File: config.mk
export PLATFORM = sky130hd
export DESIGN_NAME = bcd_display_scheduler
export DESIGN_NICKNAME = d
export VERILOG_FILES = /design/src/rtl/bcd_sched_pkg.sv /design/src/rtl/bcd_converter.sv /design/src/rtl/bcd_display_scheduler.sv
export SDC_FILE = /design/constraint.sdc
export NUM_CORES = 1
export LEC_CHECK = 0
export CORE_UTILIZATION = 30
export CTS_CLUSTER_DIAMETER = 60
export CTS_CLUSTER_SIZE = 12
export DETAILED_ROUTE_END_ITERATION = 6
export PLACE_DENSITY_LB_ADDON = 0.12
export SLEW_MARGIN = 20
export SYNTH_ARGS = -nofsm -noshare
export SYNTH_HDL_FRONTEND = slang
export SYNTH_SLANG_ARGS = --single-unit
File: constraint.sdc
create_clock -name i_Clock -period 2.3 [get_ports i_Clock]
set_clock_uncertainty 0.1 [all_clocks]
set_input_delay 0.46 -clock i_Clock [delete_from_list [all_inputs] [get_ports i_Clock]]
set_output_delay 0.46 -clock i_Clock [all_outputs]
set_load 0.005 [all_outputs]
File: src/rtl/bcd_sched_pkg.sv
// Shared FSM encoding and clamp helper for the BCD display scheduler.
package bcd_sched_pkg;

  typedef enum logic [1:0] {
    S_IDLE,
    S_START,
    S_WAIT,
    S_STORE
  } state_t;

  function automatic int max_dec(input int digits);
    int v;
    v = 1;
    for (int i = 0; i < digits; i++) begin
      v = v * 10;
    end
    return v - 1;
  endfunction

endpackage

File: src/rtl/bcd_converter.sv
// Sequential double-dabble binary to BCD converter.
// One bit per cycle; o_DV pulses INPUT_WIDTH cycles after i_Start.
module bcd_converter #(
  parameter int INPUT_WIDTH    = 8,
  parameter int DECIMAL_DIGITS = 3
) (
  input  logic                        i_Clock,
  input  logic                        i_Reset,
  input  logic                        i_Start,
  input  logic [INPUT_WIDTH-1:0]      i_Binary,
  output logic [DECIMAL_DIGITS*4-1:0] o_BCD,
  output logic                        o_DV
);

  localparam int BW = DECIMAL_DIGITS * 4;
  localparam int CW = $clog2(INPUT_WIDTH + 1);

  logic [INPUT_WIDTH-1:0] bin_q;
  logic [BW-1:0]          bcd_q;
  logic [BW-1:0]          bcd_adj;
  logic [CW-1:0]          cnt_q;
  logic                   busy_q;

  always_comb begin
    bcd_adj = bcd_q;
    for (int d = 0; d < DECIMAL_DIGITS; d++) begin
      if (bcd_q[d*4 +: 4] >= 4'd5) begin
        bcd_adj[d*4 +: 4] = bcd_q[d*4 +: 4] + 4'd3;
      end
    end
  end

  always_ff @(posedge i_Clock) begin
    if (i_Reset) begin
      bin_q  <= '0;
      bcd_q  <= '0;
      cnt_q  <= '0;
      busy_q <= 1'b0;
      o_BCD  <= '0;
      o_DV   <= 1'b0;
    end else begin
      o_DV <= 1'b0;
      if (i_Start) begin
        bin_q  <= i_Binary;
        bcd_q  <= '0;
        cnt_q  <= CW'(INPUT_WIDTH);
        busy_q <= 1'b1;
      end else if (busy_q) begin
        {bcd_q, bin_q} <= {bcd_adj, bin_q} << 1;
        cnt_q          <= cnt_q - CW'(1);
        if (cnt_q == CW'(1)) begin
          busy_q <= 1'b0;
          o_DV   <= 1'b1;
          o_BCD  <= {bcd_adj[BW-2:0], bin_q[INPUT_WIDTH-1]};
        end
      end
    end
  end

endmodule

File: src/rtl/bcd_display_scheduler.sv
// Round-robin scheduler sharing one BCD converter among display channels.
// Optional WAIT watchdog enabled by defining BCD_SCHED_TIMEOUT_EN.
module bcd_display_scheduler
  import bcd_sched_pkg::*;
#(
  parameter int NUM_CH         = 3,
  parameter int INPUT_WIDTH    = 8,
  parameter int DECIMAL_DIGITS = 3,
  parameter int TIMEOUT_CYCLES = 64
) (
  input  logic                               i_Clock,
  input  logic                               i_Reset,
  input  logic [NUM_CH-1:0]                  i_Req,
  input  logic [NUM_CH*INPUT_WIDTH-1:0]      i_Binary,
  output logic [NUM_CH-1:0]                  o_Ack,
  output logic [NUM_CH*DECIMAL_DIGITS*4-1:0] o_BCD,
  output logic [NUM_CH-1:0]                  o_Valid,
  output logic                               o_Busy,
  output logic                               o_Error
);

  localparam int BW      = DECIMAL_DIGITS * 4;
  localparam int GW      = (NUM_CH > 1) ? $clog2(NUM_CH) : 1;
  localparam int MAX_DEC = max_dec(DECIMAL_DIGITS);
  localparam logic [INPUT_WIDTH-1:0] MAX_W = INPUT_WIDTH'(MAX_DEC);

  state_t                 state_q, state_d;
  logic [GW-1:0]          grant_q, last_q, pick;
  logic                   pick_ok;
  logic [INPUT_WIDTH-1:0] pick_val, clamped, snap_q;
  logic [BW-1:0]          cap_q, conv_bcd;
  logic                   conv_start, conv_dv, timeout;

  // First requester strictly after last_q, wrapping.
  always_comb begin
    pick_ok = 1'b0;
    pick    = last_q;
    for (int i = 1; i <= NUM_CH; i++) begin
      int idx;
      idx = int'(last_q) + i;
      if (idx >= NUM_CH) idx = idx - NUM_CH;
      if (!pick_ok && i_Req[idx]) begin
        pick_ok = 1'b1;
        pick    = GW'(idx);
      end
    end
  end

  always_comb begin
    pick_val = i_Binary[int'(pick)*INPUT_WIDTH +: INPUT_WIDTH];
    clamped  = pick_val;
    if (int'(pick_val) > MAX_DEC) clamped = MAX_W;
  end

  always_ff @(posedge i_Clock) begin
    if (i_Reset) state_q <= S_IDLE;
    else         state_q <= state_d;
  end

  always_comb begin
    state_d = state_q;
    unique case (state_q)
      S_IDLE:  if (pick_ok) state_d = S_START;
      S_START: state_d = S_WAIT;
      S_WAIT: begin
        if (conv_dv)      state_d = S_STORE;
        else if (timeout) state_d = S_IDLE;
      end
      S_STORE: state_d = S_IDLE;
      default: state_d = S_IDLE;
    endcase
  end

  always_comb begin
    conv_start = (state_q == S_START);
    o_Busy     = (state_q != S_IDLE);
  end

  always_ff @(posedge i_Clock) begin
    if (i_Reset) begin
      grant_q <= '0;
      last_q  <= GW'(NUM_CH - 1);
      snap_q  <= '0;
      cap_q   <= '0;
      o_BCD   <= '0;
      o_Valid <= '0;
      o_Ack   <= '0;
    end else begin
      o_Ack <= '0;
      if (state_q == S_IDLE && pick_ok) begin
        grant_q <= pick;
        snap_q  <= clamped;
      end
      if (state_q == S_WAIT && conv_dv) cap_q <= conv_bcd;
      if (state_q == S_STORE) begin
        o_BCD[int'(grant_q)*BW +: BW] <= cap_q;
        o_Valid[grant_q]              <= 1'b1;
        o_Ack[grant_q]                <= 1'b1;
        last_q                        <= grant_q;
      end
      // Abandoned conversion still acknowledges, result untouched.
      if (timeout) begin
        o_Ack[grant_q] <= 1'b1;
        last_q         <= grant_q;
      end
    end
  end

`ifdef BCD_SCHED_TIMEOUT_EN
  localparam int TW = $clog2(TIMEOUT_CYCLES + 1);

  logic [TW-1:0] wcnt_q;
  logic          err_q;

  assign timeout = (state_q == S_WAIT) && !conv_dv &&
                   (wcnt_q == TW'(TIMEOUT_CYCLES - 1));

  always_ff @(posedge i_Clock) begin
    if (i_Reset) begin
      wcnt_q <= '0;
      err_q  <= 1'b0;
    end else begin
      if (state_q != S_WAIT) wcnt_q <= '0;
      else if (!timeout)     wcnt_q <= wcnt_q + TW'(1);
      if (timeout) err_q <= 1'b1;
    end
  end

  assign o_Error = err_q;
`else
  logic unused_timeout;
  assign unused_timeout = ^TIMEOUT_CYCLES;
  assign timeout        = 1'b0;
  assign o_Error        = 1'b0;
`endif

  bcd_converter #(
    .INPUT_WIDTH   (INPUT_WIDTH),
    .DECIMAL_DIGITS(DECIMAL_DIGITS)
  ) u_conv (
    .i_Clock (i_Clock),
    .i_Reset (i_Reset),
    .i_Start (conv_start),
    .i_Binary(snap_q),
    .o_BCD   (conv_bcd),
    .o_DV    (conv_dv)
  );

endmodule

==> metrics.yaml <==
grt:
  antenna_found_initial: 0
  gr-total-overflow: 0
  grt_max_degree: 37
  grt_pass1_vias: 4135
  grt_usage_pct: 14.8
  grt_first_pass_wirelength_um: 20100
clock_tree:
  root_buffer: "clkbuf_16"
  cts.sinks: 106
  cts_max_path_buffers: 2
  h-tree-depth: 3
  numCtsBuffers: 9
  cts_tree: "built"
  clk_pin_slew_worst_paths_ns: 0.07
  clock_latency_ns: 0.34
placed_design:
  io_buffers: 71
  gp_congestion: 0.789
  post-dp-hpwl_um: 8810
  dpl-instance-area_sq_um: 6050
die:
  die_h_um: 131
  fp.dieArea_sq_um: 17100
  ios: 73
  core-area_sq_um: 16100
  initial_core_util_pct: 31.0
  die-width_um: 131
  rows: 46
setup_path:
  path_class: "flip-flop to flip-flop"
  r2r_setup_slack_ns: 0.006
  cp-start-kind: "flip-flop"
  critPathCaptureType: "flip-flop"
  critPathArrivalTime_ns: 2.49
  reg2reg_depth: 9
  r2r-end: "snap_q[0]"
  critPathRequiredTime_ns: 2.50
  reg2reg_from: "last_q[1]"
  path_max_fanout: 7
  cp-startpoint: "last_q[1]"
run:
  max_cap_violations: 0
logic_synthesis:
  async_reset_ff_share_pct: 0
  ys_seq_area_share_pct: 42.6
  synth_fp_nets: 622
  ys_warn_count: 0
  synth_ff_type: "dfxtp_1"
  ys_ff_latch: 106
  ys_types: 52
  syn-cell-area_sq_um: 4980
  synth_most_common_cell: "dfxtp_1"
  syn_inst: 571
  syn_area_per_cell_sq_um: 8.72
  ys_top_cells_by_area: "dfxtp_1 43%, nor2_1 7.9%, mux2i_1 7.0%"
  yosysTopAreaCellShare_pct: 42.6
  synth_edf_count: 0
  synth_common_cells: "106 x dfxtp_1, 105 x nor2_1, 57 x nand2_1"
  yosys.area.top_type: "dfxtp_1"
sta:
  worst_slew_pin_slew_ns: 0.563
  whs_ns: 0.355
  timing.final.crit_share_pct: 99.8
  period_minus_slack_ns: 2.29
  max_freq_ghz: 0.436
  relSlewSlack_pct: 62.3
  hold_viol_final: 0
  rsz0062_at_grt: "yes"
  finalSetupViolCount: 0
  maxSlewViolCount: 0
  setup_tns_ns: 0
power:
  ir_drop_mv: 0.363
  p_total_mw: 5.42
  p_per_area_nw_per_um2: 827
  p_leak_nw: 2.41
routing:
  drt_iter0_drc: 181
  vias_per_cell: 4.80
  drc: 0
  wire_per_inst_um: 13.8
  drt_first_pass_iters: 5
  antenna_left: 0
  dr_total_vias: 4210
  drt_wl_total_um: 12100
final_layout:
  fin_util_pct: 40.8
  num_antenna_cells: 0
  fill_cells: 1594
  final_cell_area_sq_um: 6550
  drive_above_1_share_pct: 14.1
  area.growth.synth_to_final_pct: 31.6
  nets: 708
worst_hold_path:
  hp-class: "flip-flop to flip-flop"
  holdPathEnd: "o_Valid[1]"
  hold_depth: 1
  min_from: "o_Valid[1]"
status:
  status: "finished clean"
-- cells by family after synthesis --
group | count (synthesis) | synth area share, %
buffers and inverters | 49 | 3.95
AOI/OAI and AO/OA | 134 | 19.2
xor gates and xnor gates | 6 | 1.06
and+or+nand+nor | 215 | 19.8
other | 1 | 0.0753
muxes | 38 | 7.79
DFF | 106 | 42.6
adders and majority gates | 22 | 5.53
-- power breakdown --
group          internal, mW  switching [mW]
Sequential             2.00           0.140
Clock                 0.980           0.665
Combinational         0.773           0.858
Total                  3.75            1.66
-- cells in the final DEF (no fill, tap or decap), types with 7 or more instances in the layout --
master	netlist	routed
ha_1	22	18
nand2_1	57	57
nor3b_1	12	11
inv_1	17	14
o21ai_0	9	9
a22o_1	8	8
dfxtp_1	106	104
clkbuf_16	0	9
nor2_1	105	98
clkdlybuf4s50_1	0	70
a211o_1	7	7
a22oi_1	37	37
a21oi_1	46	46
buf_4	1	33
nor2_2	0	7
mux2i_1	35	32
-- what timing repair did --
item / CTS / global route
hold buffers: 0 / 0
setup endpoints to repair: 10 / 10
gates resized for setup: 4 / 31
pin swaps: 2 / 10
buffers inserted: 1 / 8
-- worst max path at each step --
stage	depth (start not counted)	slack, ns	end
CTS	8	0.01	snap_q[1]
global route	9	-0.08	snap_q[3]
global placement	8	-0.19	snap_q[5]
detailed placement	8	-0.23	snap_q[0]
floorplan	8	0.001	snap_q[5]
finish	9	0.006	snap_q[0]
-- state kept, by name (all words and copies together) (netlist names), 3 cells and up --
name          cells
u_conv.cnt_q      4
snap_q            8
u_conv.bin_q      8
u_conv.bcd_q     12
o_Ack             3
o_BCD            36
cap_q            12
u_conv.o_BCD     12
o_Valid           3
-- per-stage QoR --
| stage | setup slack (ns) | cells |
|---|---|---|
| 2_1_floorplan | 0.00134 | 571 |
| 3_3_place_gp | -0.191 | 853 |
| 3_5_place_dp | -0.232 | 853 |
| 4_1_cts | 0.0101 | 869 |
| 5_1_grt | -0.0800 | 877 |
| 6_report | 0.00566 | 877 |
-- critical path, cell delays in order, from the launching register on --
cell      delay [ns]
dfxtp_4         0.37
inv_4           0.04
ha_4            0.27
mux2i_2         0.18
o22ai_1         0.20
o211ai_1        0.12
buf_4           0.16
a2111o_2        0.57
nor2_2          0.15
a211o_1         0.09
-- area by class of cell --
| class | count | area (sq um) | share of cell area (%) |
|---|---|---|---|
| Multi-Input combinational cell | 416 | 2770 | 42.3 |
| Sequential cell | 106 | 2130 | 32.5 |
| Timing Repair Buffer | 107 | 996 | 15.2 |
| Tap cell | 216 | 270 | 4.13 |
| Clock buffer | 11 | 243 | 3.71 |
| Clock inverter | 4 | 76.3 | 1.17 |
| Inverter | 17 | 68.8 | 1.05 |
-- layer usage --
metal,global-route usage (%),wire length (um)
met1,18.9,5900
met4,3.92,102
met3,3.71,351
met2,24.8,5740
met5,0,0
Note: power is estimated with default switching activity, not from simulation.
